## config.mk

```make
export PLATFORM = sky130hd
export DESIGN_NAME = overvoltage_ctrl
export DESIGN_NICKNAME = d
export VERILOG_FILES = /design/src/rtl/overvoltage_ctrl_pkg.sv /design/src/rtl/overvoltage_ctrl_sync.sv /design/src/rtl/overvoltage_ctrl.sv
export SDC_FILE = /design/constraint.sdc
export NUM_CORES = 1
export LEC_CHECK = 0
export CORE_MARGIN = 2
export CORE_UTILIZATION = 36
export CTS_CLUSTER_SIZE = 28
export DETAILED_ROUTE_END_ITERATION = 16
export HOLD_SLACK_MARGIN = 0.12
export PLACE_DENSITY = 0.57
export SLEW_MARGIN = 10
export SYNTH_ARGS = -nofsm -noshare
export SYNTH_HDL_FRONTEND = slang
export SYNTH_SLANG_ARGS = --single-unit
```

## constraint.sdc

```tcl
create_clock -name clk -period 2.6 [get_ports clk]
set_clock_uncertainty 0.05 [all_clocks]
set_input_delay 0.65 -clock clk [delete_from_list [all_inputs] [get_ports clk]]
set_output_delay 0.65 -clock clk [all_outputs]
set_load 0.1 [all_outputs]
```

## src/rtl/overvoltage_ctrl_pkg.sv

```systemverilog
// Shared types and helpers for the overvoltage detector sequencer.
// Holds the state encoding, the trip-code width and a saturating subtract.
package overvoltage_ctrl_pkg;

  localparam int OTRIP_W = 4;

  typedef enum logic [1:0] {
    OFF     = 2'd0,
    SETTLE  = 2'd1,
    ARMED   = 2'd2,
    TRIPPED = 2'd3
  } state_e;

  // Lowers a trip code by dec, clamping at zero instead of wrapping.
  function automatic logic [OTRIP_W-1:0] sat_sub(input logic [OTRIP_W-1:0] code,
                                                 input int unsigned dec);
    if (dec >= 32'(code)) return '0;
    return code - OTRIP_W'(dec);
  endfunction

endpackage

```

## src/rtl/overvoltage_ctrl_sync.sv

```systemverilog
// ov_sync_debounce: 2-flop synchroniser for the async comparator output plus
// a consecutive-sample debouncer that flips a level after DEBOUNCE agreeing samples.
module ov_sync_debounce #(
  parameter int DEBOUNCE = 4
) (
  input  logic clk,
  input  logic rst_n,
  input  logic async_in,
  input  logic clr,
  input  logic force_low,
  output logic level,
  output logic toggle
);

  localparam int DCW = (DEBOUNCE < 2) ? 1 : $clog2(DEBOUNCE + 1);
  localparam logic [DCW-1:0] LAST = DCW'(DEBOUNCE - 1);

  logic [1:0]     sync_q;
  logic           ov_s;
  logic [DCW-1:0] cnt;

  assign ov_s = sync_q[1];

  // The flip is decided combinationally so the parent FSM changes state on the same edge.
  assign toggle = !clr && (ov_s != level) && (cnt == LAST);

  // NOTE: sequential state uses non-blocking assignments so every flop samples pre-edge values.
  always_ff @(posedge clk or negedge rst_n) begin
    if (!rst_n) begin
      sync_q <= '0;
      cnt    <= '0;
      level  <= 1'b0;
    end else begin
      sync_q <= {sync_q[0], async_in};

      if (clr || (ov_s == level) || toggle) cnt <= '0;
      else                                  cnt <= cnt + DCW'(1);

      if (force_low)   level <= 1'b0;
      else if (toggle) level <= ov_s;
    end
  end

endmodule

```

## src/rtl/overvoltage_ctrl.sv

```systemverilog
// Sequencer for the overvoltage detector macro: enable, trip code and bias source,
// comparator blanking while settling, debounced status and sticky interrupt.
// Build option: define OV_HYST_EN to lower the trip code by HYST_CODES while tripped.
module overvoltage_ctrl
  import overvoltage_ctrl_pkg::*;
#(
  parameter int SETTLE_CYC = 64,
  parameter int DEBOUNCE   = 4,
  parameter int HYST_CODES = 1
) (
  input  logic               clk,
  input  logic               rst_n,
  input  logic               en_req,
  input  logic [OTRIP_W-1:0] otrip_cfg,
  input  logic               isrc_cfg,
  input  logic               ovout_async,
  input  logic               clr_irq,
  output logic               ena,
  output logic [OTRIP_W-1:0] otrip,
  output logic               isrc_sel,
  output logic               ready,
  output logic               ov_status,
  output logic               ov_irq
);

`ifdef OV_HYST_EN
  localparam bit HYST_EN = 1'b1;
`else
  localparam bit HYST_EN = 1'b0;
`endif

  localparam int SCW = (SETTLE_CYC < 2) ? 1 : $clog2(SETTLE_CYC + 1);
  localparam logic [SCW-1:0] SETTLE_LOAD = SCW'(SETTLE_CYC);

  localparam logic [1:0] ST_OFF     = OFF;
  localparam logic [1:0] ST_SETTLE  = SETTLE;
  localparam logic [1:0] ST_ARMED   = ARMED;
  localparam logic [1:0] ST_TRIPPED = TRIPPED;

  logic [1:0]         state, state_nxt;
  logic [SCW-1:0]     settle_cnt, settle_cnt_nxt;
  logic [OTRIP_W-1:0] otrip_app, otrip_app_nxt, otrip_drv;
  logic               isrc_app, isrc_app_nxt;
  logic               cfg_chg;
  logic               live;
  logic               blanking;
  logic               db_clr;
  logic               db_toggle;
  logic               ov_level;
  logic               irq_set;

  assign cfg_chg = (otrip_cfg != otrip_app) || (isrc_cfg != isrc_app);
  assign live    = (state == ST_ARMED) || (state == ST_TRIPPED);
  // In ARMED/TRIPPED a non-zero settle count only exists as hysteresis blanking.
  assign blanking = live && (settle_cnt != '0);
  assign db_clr   = !en_req || cfg_chg || !live || blanking;
  assign irq_set  = (state == ST_ARMED) && db_toggle;

  ov_sync_debounce #(
    .DEBOUNCE (DEBOUNCE)
  ) u_sync_debounce (
    .clk       (clk),
    .rst_n     (rst_n),
    .async_in  (ovout_async),
    .clr       (db_clr),
    .force_low (!en_req),
    .level     (ov_level),
    .toggle    (db_toggle)
  );

  assign ov_status = ov_level;

  // NOTE: every variable assigned here gets a default first, so no latch can be inferred.
  always_comb begin
    state_nxt      = state;
    settle_cnt_nxt = settle_cnt;
    otrip_app_nxt  = otrip_app;
    isrc_app_nxt   = isrc_app;

    if (!en_req) begin
      state_nxt      = ST_OFF;
      settle_cnt_nxt = '0;
    end else if (state == ST_OFF || cfg_chg) begin
      otrip_app_nxt  = otrip_cfg;
      isrc_app_nxt   = isrc_cfg;
      settle_cnt_nxt = SETTLE_LOAD;
      state_nxt      = ST_SETTLE;
    end else if (state == ST_SETTLE) begin
      if (settle_cnt == SCW'(1)) begin
        state_nxt      = ov_level ? ST_TRIPPED : ST_ARMED;
        settle_cnt_nxt = (HYST_EN && ov_level) ? SETTLE_LOAD : '0;
      end else begin
        settle_cnt_nxt = settle_cnt - SCW'(1);
      end
    end else if (blanking) begin
      settle_cnt_nxt = settle_cnt - SCW'(1);
    end else if (db_toggle) begin
      state_nxt      = (state == ST_ARMED) ? ST_TRIPPED : ST_ARMED;
      settle_cnt_nxt = HYST_EN ? SETTLE_LOAD : '0;
    end
  end

  always_comb begin
    otrip_drv = otrip_app_nxt;
    if (HYST_EN && state_nxt == ST_TRIPPED) otrip_drv = sat_sub(otrip_app_nxt, HYST_CODES);
  end

  always_ff @(posedge clk or negedge rst_n) begin
    if (!rst_n) begin
      state      <= ST_OFF;
      settle_cnt <= '0;
      otrip_app  <= '0;
      isrc_app   <= 1'b0;
      ena        <= 1'b0;
      otrip      <= '0;
      isrc_sel   <= 1'b0;
      ready      <= 1'b0;
      ov_irq     <= 1'b0;
    end else begin
      state      <= state_nxt;
      settle_cnt <= settle_cnt_nxt;
      otrip_app  <= otrip_app_nxt;
      isrc_app   <= isrc_app_nxt;
      ena        <= (state_nxt != ST_OFF);
      otrip      <= otrip_drv;
      isrc_sel   <= isrc_app_nxt;
      ready      <= (state_nxt == ST_ARMED) || (state_nxt == ST_TRIPPED);
      // A fresh trip outranks a coincident clear.
      if (irq_set)      ov_irq <= 1'b1;
      else if (clr_irq) ov_irq <= 1'b0;
    end
  end

endmodule

```

Yosys cells after proc, flatten, opt, wreduce, memory -nomap -nowiden
Cells that the tools add are included.
{"block": "classes", "add_sub_neg": 2, "n_eq_ne": 13, "mux": 19, "reduce_logical": 21}
{"op": "two-way mux 7 bit", "count": 6}
{"op": "two-way mux 2 bit", "count": 6}
{"op": "logical OR 1 bit", "count": 9}
{"op": "equality test 2 bit, second input constant", "count": 4}
{"op": "equality test 7 x 1 -> 1 bit, second input constant", "count": 1}
{"op": "nonzero test 7 bit", "count": 1}
{"op": "subtractor 7 x 1 -> 7 bit, second input constant", "count": 1}
{"op": "two-way mux 1 bit", "count": 6}
{"op": "!= test 5 x 1 -> 1 bit, second input constant", "count": 1}
{"op": "logical AND 1 bit", "count": 4}
{"op": "!= test 4 bit", "count": 1}
{"op": "nonzero test 2 bit", "count": 2}
{"op": "adder 3 x 1 -> 3 bit, second input constant", "count": 1}
{"op": "equality test 3 x 2 -> 1 bit, second input constant", "count": 1}
{"op": "zero test 1 bit", "count": 3}
{"op": "two-way mux 3 bit", "count": 1}
{"op": "equality test 2 x 1 -> 1 bit, second input constant", "count": 1}
{"op": "zero test 2 bit", "count": 1}
{"op": "!= test 1 bit", "count": 2}
{"op": "!= test 2 x 1 -> 1 bit, second input constant", "count": 1}
{"op": "AND reduction 2 bit", "count": 1}
{"op": "equality test 1 bit", "count": 1}
{"block": "word_totals", "ff_bits": 23, "input_bits": 10, "out_inout_bits": 9, "word_cells": 65}

Longest topological paths before layout
Gate-level depths: netlist of the first run.
{"block": "depth", "depth_word": 15, "mapped_depth": 7, "ltp_nobuf": 6}

Modules after synthesis
From an unflattened synthesis of the first run, not the netlist that was laid out.
{"block": "hier_totals", "cells_unflattened": 114, "area_unflattened_um2": 1201.2}
{"module": "overvoltage_ctrl", "instances": 1, "cells_per_inst": 96, "area_per_inst_um2": 950.9, "seq_area_each_um2": 425.4}
{"module": "ov_sync_debounce", "instances": 1, "cells_per_inst": 18, "area_per_inst_um2": 250.2, "seq_area_each_um2": 150.1}

Worst setup path before layout of the first run
OpenSTA, ideal clock, no wires.
{"block": "synth_path", "kind": "reg2reg", "startpoint": "register isrc_app", "endpoint": "register state[0]", "setup_time_ns": 0.124, "t_arrival_ns": 2.125, "required_time_ns": 2.426, "setup_slack_ns": 0.301, "path_stages_with_launch": 5, "path_buffers": 0, "period_less_slack_ns": 2.299, "path_cell_list": "dfrtp_1 > xnor2_1 > nand4_1 > or4_1 > a211o_1"}
{"block": "synth_between", "elab_chain_cells": 13, "word_cells_on_any_way": 14, "classes_between": "eq/ne: 1; mux: 5; reduce/logical: 8"}
{"item": "start, declared", "line_no": "overvoltage_ctrl.sv:43", "rtl": "logic isrc_app, isrc_app_nxt;"}
{"item": "start signal, assigned", "line_no": "overvoltage_ctrl.sv:123", "rtl": "isrc_app <= isrc_app_nxt;"}
{"item": "!= test 1 bit *", "line_no": "overvoltage_ctrl.sv:52", "rtl": "assign cfg_chg = (otrip_cfg != otrip_app) || (isrc_cfg != isrc_app);"}
{"item": "logical OR 1 bit *", "line_no": "overvoltage_ctrl.sv:52"}
{"item": "logical OR 1 bit (3 in a row)", "line_no": "overvoltage_ctrl.sv:56", "rtl": "assign db_clr = !en_req || cfg_chg || !live || blanking;"}
{"item": "zero test 1 bit", "line_no": "overvoltage_ctrl_sync.sv:25", "rtl": "assign toggle = !clr && (ov_s != level) && (cnt == LAST);"}
{"item": "logical AND 1 bit (2 in a row)", "line_no": "overvoltage_ctrl_sync.sv:25"}
{"item": "two-way mux 2 bit", "line_no": "overvoltage_ctrl.sv:97", "rtl": "end else if (db_toggle) begin"}
{"item": "two-way mux 2 bit", "line_no": "overvoltage_ctrl.sv:95", "rtl": "end else if (blanking) begin"}
{"item": "two-way mux 2 bit", "line_no": "overvoltage_ctrl.sv:88", "rtl": "end else if (state == ST_SETTLE) begin"}
{"item": "two-way mux 2 bit *", "line_no": "overvoltage_ctrl.sv:83", "rtl": "end else if (state == ST_OFF || cfg_chg) begin"}
{"item": "two-way mux 2 bit *", "line_no": "overvoltage_ctrl.sv:80", "rtl": "if (!en_req) begin"}
{"item": "named net state_nxt[0]", "line_no": "overvoltage_ctrl.sv:40", "rtl": "logic [1:0] state, state_nxt;"}
{"item": "end signal, assigned", "line_no": "overvoltage_ctrl.sv:120", "rtl": "state <= state_nxt;"}
{"item": "end, declared", "line_no": "overvoltage_ctrl.sv:40"}
The timed path passes the listed nets; every way through them passes the cells marked *.
A chain may end at the register's enable or synchronous reset.

Worst setup path in the final report of the first run
{"block": "layout_path", "startpoint": "register settle_cnt[0]", "endpoint": "register state[0]"}
{"block": "layout_between", "elab_chain_cells": 11, "word_cells_on_any_way": 13, "classes_between": "eq/ne: 1; mux: 6; reduce/logical: 6"}
{"item": "start, declared", "line_no": "overvoltage_ctrl.sv:41", "rtl": "logic [SCW-1:0] settle_cnt, settle_cnt_nxt;"}
{"item": "start signal, assigned", "line_no": "overvoltage_ctrl.sv:121", "rtl": "settle_cnt <= settle_cnt_nxt;"}
{"item": "nonzero test 7 bit", "line_no": "overvoltage_ctrl.sv:55", "rtl": "assign blanking = live && (settle_cnt != '0);"}
{"item": "logical AND 1 bit", "line_no": "overvoltage_ctrl.sv:55"}
{"item": "logical OR 1 bit", "line_no": "overvoltage_ctrl.sv:56"}
{"item": "zero test 1 bit", "line_no": "overvoltage_ctrl_sync.sv:25"}
{"item": "logical AND 1 bit (2 in a row)", "line_no": "overvoltage_ctrl_sync.sv:25"}
{"item": "two-way mux 2 bit", "line_no": "overvoltage_ctrl.sv:97"}
{"item": "two-way mux 2 bit", "line_no": "overvoltage_ctrl.sv:95"}
{"item": "two-way mux 2 bit *", "line_no": "overvoltage_ctrl.sv:88"}
{"item": "two-way mux 2 bit *", "line_no": "overvoltage_ctrl.sv:83"}
{"item": "two-way mux 2 bit *", "line_no": "overvoltage_ctrl.sv:80"}
{"item": "named net state_nxt[0]", "line_no": "overvoltage_ctrl.sv:40"}
Marked as above.

==> reports/results.tsv, run 1 <==
stage	metric	value	unit
detailed_routing	number of remaining DRC errors	0	
cells_and_area	layout cells sized above 1	0.226	
yosys	Synth area leader	dfrtp_1	
yosys	Mapped Nets	124	
clock_network	Clock Pin Slew Worst Setup and Hold Paths	0.13	ns
yosys	top-area cell type share of the netlist area	0.478	
clock_network	TritonCTS clock tree	done	
yosys	Avg Synthesized Cell Area	11.0	µm²
yosys	Post-synth EDFFs	0	
setup_path	WP data arrival	2.33	ns
setup_path	CP Max Fanout	6	
power	Peak VDD IR	302	µV
cells_and_area	fin nets	148	
yosys	synth top area cells	dfrtp_1, xnor2_1, mux2_2	
timing	Peak Freq	0.462	GHz
worst_hold_path	Worst Hold Launch	u_sync_debounce.sync_q[0]	
timing	final hold viol count	0	
clock_network	Hold-fix buffers, CTS	0	
floorplan	Starting Density	0.367	
clock_network	H-tree depth	1	
grt	pin count of the biggest net entering global routing	24	
detailed_routing	drt first-iter violations	16	
timing	worst slew pin tran	0.408	ns
floorplan	Die Area	3830	µm²
grt	total track usage	0.145	
floorplan	die width	61.9	µm
detailed_routing	post-DR vias/cell	5.07	
grt	first-pass GRT wire length	4050	µm
worst_hold_path	WHS Endpoint	u_sync_debounce.sync_q[1]	
setup_path	critical path class	reg2reg	
clock_network	CTS sink cnt	23	
placement	DP HPWL	1820	µm
cells_and_area	P&R area growth vs syn	21.6	%
detailed_routing	WL final	2320	µm
yosys	mapped cell area	1200	µm²
power	PwrDens	496	nW/µm²
timing	relative slew slack	0.726	
worst_hold_path	hold path depth	0	
setup_path	CP Launch Type	register	
cells_and_area	commonest non-fill, non-tap cell in the layout	dfrtp_1	
grt	grt ovf	0	
yosys	sequential fraction of the synthesis area	0.478	
placement	RePlAce Congestion	0.804	
clock_network	worst skew pair latency	0.31	ns
flow_run	Max-Cap Viols	0	
timing	min Tclk post-route	2.16	ns
power	P_leak	0.627	nW
floorplan	core area	3280	µm²
detailed_routing	DRT Pass-1 Iters	4	
timing	final count of pins violating max slew	0	
grt	vias in the first global route	890	
setup_path	r2r worst-path depth	6	
floorplan	io pins	19	
timing	RSZ-0062 raised after global routing	false	
floorplan	Die Height	61.9	µm
yosys	synthesis warning total	0	
setup_path	endpoint class of the critical path	register	
yosys	post-synthesis cell count	110	
setup_path	R2R Setup Slk	0.44	ns
clock_network	clock root buffer	clkbuf_4	
timing	Fin Setup TNS	0	ns
setup_path	Reg-to-Reg End	state[0]	
detailed_routing	Routed Antenna Nets	0	
clock_network	Clock Path Buffers	2	
detailed_routing	Routed WL per cell	13.0	µm
yosys	Synth cell types	36	
yosys	Synth Register Bits	23	
placement	port bufs	18	
clock_network	CTS buffer count	3	
cells_and_area	Antenna diodes	0	
yosys	fraction of registers with async set/reset	1.00	
setup_path	Worst EP required	2.76	ns
clock_network	CTS resizes	0	
yosys	Primary FF master, synth	dfrtp_1	
timing	# setup viols final	0	
setup_path	worst r2r src	settle_cnt[0]	
timing	crit share post-route	0.832	
run_status	outcome	complete, no violations	
cells_and_area	final core utilization	0.446	
clock_network	Post CTS Setup Buffer Count	0	
grt	initial antenna violation count	0	
detailed_routing	vias	908	
worst_hold_path	Tightest Hold Check Type	reg2reg	
setup_path	first element of the critical path	settle_cnt[0]	
floorplan	Row Count	21	
cells_and_area	most frequent cells in the layout	dfrtp_1, buf_4, clkdlybuf4s50_1	
## final cells by class
cell class	count	area, µm²
Multi-Input combinational cell	76	579
Timing Repair Buffer	24	203
Sequential cell	23	576
Inverter	6	22.5
Clock buffer	3	22.5
Tap cell	46	57.6
Clock inverter	1	5.00
Fill cell	324	1820
## flip-flops by register name, summed over array words and instances, names as in the netlist
register,count
settle_cnt,7
state,2
ena,1
u_sync_debounce.sync_q,2
otrip_app,4
ready,1
u_sync_debounce.cnt,3
u_sync_debounce.level,1
isrc_app,1
ov_irq,1
## report_power, final
part	switching, W	internal [W]	total, W
sequential	0.0000135	0.000371	0.000385
clock	0.000108	0.0000575	0.000165
combinational	0.000119	0.0000569	0.000176
total	0.000241	0.000485	0.000726
## synthesized netlist by cell type (2+ instances only)
master    number
dfrtp_1       23
xnor2_1        8
nand2_1        7
nor3_1         7
inv_1          6
nor2_1         6
mux2_2         5
ha_1           4
nor4_1         4
clkbuf_1       3
nand3_1        3
o21ai_0        3
a211oi_1       2
a31oi_1        2
and3_2         2
and4_1         2
nor4b_1        2
o32ai_1        2
xor2_1         2
## metrics by stage
stage | total power [W] | hold WS [ns] | std cells | worst slack, ns | cell area, µm²
2_1_floorplan | 0.000513 | 0.281 | 110 | 0.301 | 1200
3_5_place_dp | 0.000569 | 0.285 | 175 | 0.115 | 1440
3_3_place_gp | 0.000568 | 0.283 | 175 | 0.172 | 1440
4_1_cts | 0.000737 | 0.315 | 179 | 0.440 | 1470
6_report | 0.000726 | 0.312 | 179 | 0.437 | 1470
5_1_grt | 0.000765 | 0.331 | 179 | 0.292 | 1470
## worst max path at each step
stage,slack [ns],depth (start not counted),endpoint
after global routing,0.29,6,state[0]
after CTS,0.44,6,state[0]
after floorplan,0.30,4,state[0]
final,0.44,6,state[0]
after detailed placement,0.11,5,settle_cnt[5]
after global placement,0.17,5,state[0]
## critical path, cell delays in order (launching register included)
cell	delay, ns
dfrtp_1	0.45
inv_1	0.08
ha_1	0.17
or3b_1	0.49
nor4_4	0.42
a211oi_1	0.13
a211o_1	0.28
## metal layers
layer  part of all wire  track usage  wire, µm
met5                  0            0         0
met4              0.012       0.0699        28
met3              0.048       0.0290       111
met2               0.48        0.232      1120
met1               0.46        0.188      1060
## cell families (layout without fill, tap and decap cells)
family	count (synthesis)	count (layout)	synth area share
XOR/XNOR	11	11	0.0862
multiplexers	6	6	0.0550
AND/OR/NAND/NOR	38	38	0.186
flip-flops	23	23	0.478
buffers and inverters	11	34	0.0415
adder cells (fa/ha/maj)	4	4	0.0415
AO/OA/AOI/OAI	17	17	0.112
Note: power is estimated with default switching activity, not from simulation.
==> run 2, diff against run 1 <==
--- a/config.mk
+++ b/config.mk
@@ -10,7 +10,7 @@
 export CTS_CLUSTER_SIZE = 28
 export DETAILED_ROUTE_END_ITERATION = 16
 export HOLD_SLACK_MARGIN = 0.12
-export PLACE_DENSITY = 0.57
+export PLACE_DENSITY = 0.59
 export SLEW_MARGIN = 10
 export SYNTH_ARGS = -nofsm -noshare
 export SYNTH_HDL_FRONTEND = slang
==> constraint.sdc (replaced) <==
create_clock -name clk -period 1.8 [get_ports clk]
set_clock_uncertainty 0.05 [all_clocks]
set_input_delay 0.45 -clock clk [delete_from_list [all_inputs] [get_ports clk]]
set_output_delay 0.45 -clock clk [all_outputs]
set_load 0.1 [all_outputs]
==> run 2 against run 1 <==
- the flow now finishes with violations (negative setup slack)
- design area rose by 31%
- final cell count up 12%
- worst setup slack lost 0.50 ns
==> reports/results.tsv, run 2 (same netlist as run 1, synthesis figures left out) <==
stage	metric	value	unit	change
grt	initial antenna violation count	0		unchanged
setup_path	CP Launch Type	register		
cells_and_area	final core utilization	0.586		+0.140
timing	final hold viol count	0		unchanged
placement	RePlAce Congestion	0.781		-2.8%
timing	# setup viols final	8		+8
floorplan	Starting Density	0.367		unchanged
grt	met3 Use GR	0.0248		-0.00414
grt	M1 GR Usage	0.210		+0.0221
worst_hold_path	hold path depth	0		unchanged
timing	Peak Freq	0.536	GHz	+16%
grt	grt ovf	0		unchanged
setup_path	critical path class	reg2reg		
placement	worst slack at placement	-0.410	ns	-0.525 ns
grt	met2 GRT Util	0.320		+0.0887
power	Overall Power	0.00115	W	+59%
detailed_routing	WL final	2880	µm	+24%
setup_path	CP max stage delay	0.42	ns	-0.07 ns
cells_and_area	Antenna diodes	0		unchanged
power	P_leak	0.831	nW	+32%
grt	GRT busiest layer	met2		
flow_run	Max-Cap Viols	0		unchanged
floorplan	core area	3280	µm²	unchanged
cells_and_area	Finished Cell Area	1930	µm²	+31%
setup_path	Worst EP required	1.98	ns	-0.78 ns
clock_network	Clock Pin Slew Worst Setup and Hold Paths	0.13	ns	about the same
timing	crit share post-route	1.04		+0.205
cells_and_area	most frequent cells in the layout	buf_4, dfrtp_1, buf_12		
detailed_routing	drt first-iter violations	26		+10
setup_path	R2R Setup Slk	-0.07	ns	-0.50 ns
detailed_routing	post-DR vias/cell	5.01		-1.2%
cells_and_area	commonest non-fill, non-tap cell in the layout	buf_4		
cells_and_area	layout cells sized above 1	0.526		+0.300
detailed_routing	DRT Pass-1 Iters	5		+1
timing	RSZ-0062 raised after global routing	true		
detailed_routing	Routed Antenna Nets	0		unchanged
setup_path	worst r2r src	settle_cnt[0]		
setup_path	r2r worst-path depth	7		+1
cells_and_area	max reg flops	7		unchanged
placement	DP Area	1780	µm²	+24%
detailed_routing	Routed WL per cell	14.4	µm	+11%
cells_and_area	top flop regs	settle_cnt (7), otrip_app (4), u_sync_debounce.cnt (3)		
worst_hold_path	Worst Hold Launch	u_sync_debounce.sync_q[0]		
detailed_routing	number of remaining DRC errors	0		unchanged
setup_path	CP Max Fanout	6		unchanged
clock_network	CTS buffer count	3		unchanged
power	PwrDens	600	nW/µm²	+21%
setup_path	endpoint class of the critical path	register		
timing	min Tclk post-route	1.87	ns	-0.296 ns
run_status	violated checks	negative setup slack		
power	Peak VDD IR	457	µV	+51%
cells_and_area	most flop-heavy register	settle_cnt		
clock_network	H-tree depth	1		unchanged
floorplan	Die Area	3830	µm²	unchanged
clock_network	worst skew pair latency	0.32	ns	about the same
setup_path	CP max-delay cell	dfrtp_1		
setup_path	Reg-to-Reg End	settle_cnt[1]		
grt	first-pass GRT wire length	4840	µm	+20%
setup_path	worst path cell trace	inv_2 -> ha_4 -> or3b_4 -> o21a_1 -> o2111ai_4 -> buf_6 -> o2bb2ai_2		
grt	vias in the first global route	1094		+23%
placement	port bufs	18		unchanged
clock_network	TritonCTS clock tree	done		
cells_and_area	P&R area growth vs syn	59.8	%	
timing	Fin Setup TNS	-0.197	ns	-0.197 ns
setup_path	CP delay by family, top	compound AO/OA/AOI/OAI gates		
grt	total track usage	0.173		+0.0284
clock_network	clock root buffer	clkbuf_4		
clock_network	Clock Path Buffers	2		unchanged
worst_hold_path	WHS Endpoint	u_sync_debounce.sync_q[1]		
clock_network	CTS sink cnt	23		unchanged
timing	Final WS setup	-0.0671	ns	-0.504 ns
worst_hold_path	Tightest Hold Check Type	reg2reg		
grt	pin count of the biggest net entering global routing	24		unchanged
floorplan	Die Height	61.9	µm	unchanged
timing	worst slew pin tran	0.431	ns	+0.0233 ns
timing	relative slew slack	0.710		-0.0157
setup_path	CP bufs+invs	2		+1
floorplan	io pins	19		unchanged
floorplan	die width	61.9	µm	unchanged
placement	DP HPWL	2070	µm	+14%
run_status	outcome	finished, violations left		
floorplan	Row Count	21		unchanged
setup_path	WP data arrival	2.05	ns	-0.28 ns
timing	final count of pins violating max slew	0		unchanged
cells_and_area	fin nets	169		+14%
detailed_routing	vias	1002		+10%
## run 2: layout make-up
cell class | count | area [µm²]
well taps | 46 | 57.6
flip-flops and latches | 23 | 596
fillers | 298 | 1360
multi-input cells | 76 | 736
clock buffers | 3 | 22.5
repair buffers | 45 | 487
inverters | 6 | 22.5
clock inverters | 1 | 5.00
## run 2: timing repair
action,in CTS,in global routing
hold endpoints to repair,0,0
pin swaps,7,9
resized for setup,10,15
buffers inserted,2,0
hold buffers,0,0
endpoints found under the setup margin,13,17
## run 2: how the worst max path moves through the flow
stage / start / end / slack [ns] / depth (start not counted)
2_1_floorplan: otrip_app[0] / state[0] / -0.1 / 4
3_3_place_gp: otrip_cfg[1] / state[0] / -0.39 / 5
3_5_place_dp: otrip_cfg[2] / state[0] / -0.41 / 5
4_1_cts: settle_cnt[0] / settle_cnt[1] / -0.14 / 7
5_1_grt: settle_cnt[0] / settle_cnt[1] / -0.13 / 7
6_report: settle_cnt[0] / settle_cnt[1] / -0.07 / 7
## run 2: power breakdown
| group | switching [W] | internal [W] |
|---|---|---|
| sequential | 0.0000311 | 0.000543 |
| combinational | 0.000189 | 0.000144 |
| clock | 0.000164 | 0.0000834 |
| total | 0.000384 | 0.000771 |
## run 2: routing by layer
metal	part of all wire	vias up
met5	0	-
li1	-	488
met3	0.039	6
met1	0.43	484
met4	0.014	0
met2	0.52	24
## run 2: stage by stage
stage	hold slack, ns	instances
floorplan	0.104	110
global placement	0.285	195
detailed placement	0.290	195
CTS	0.322	201
global route	0.337	200
finish	0.317	200
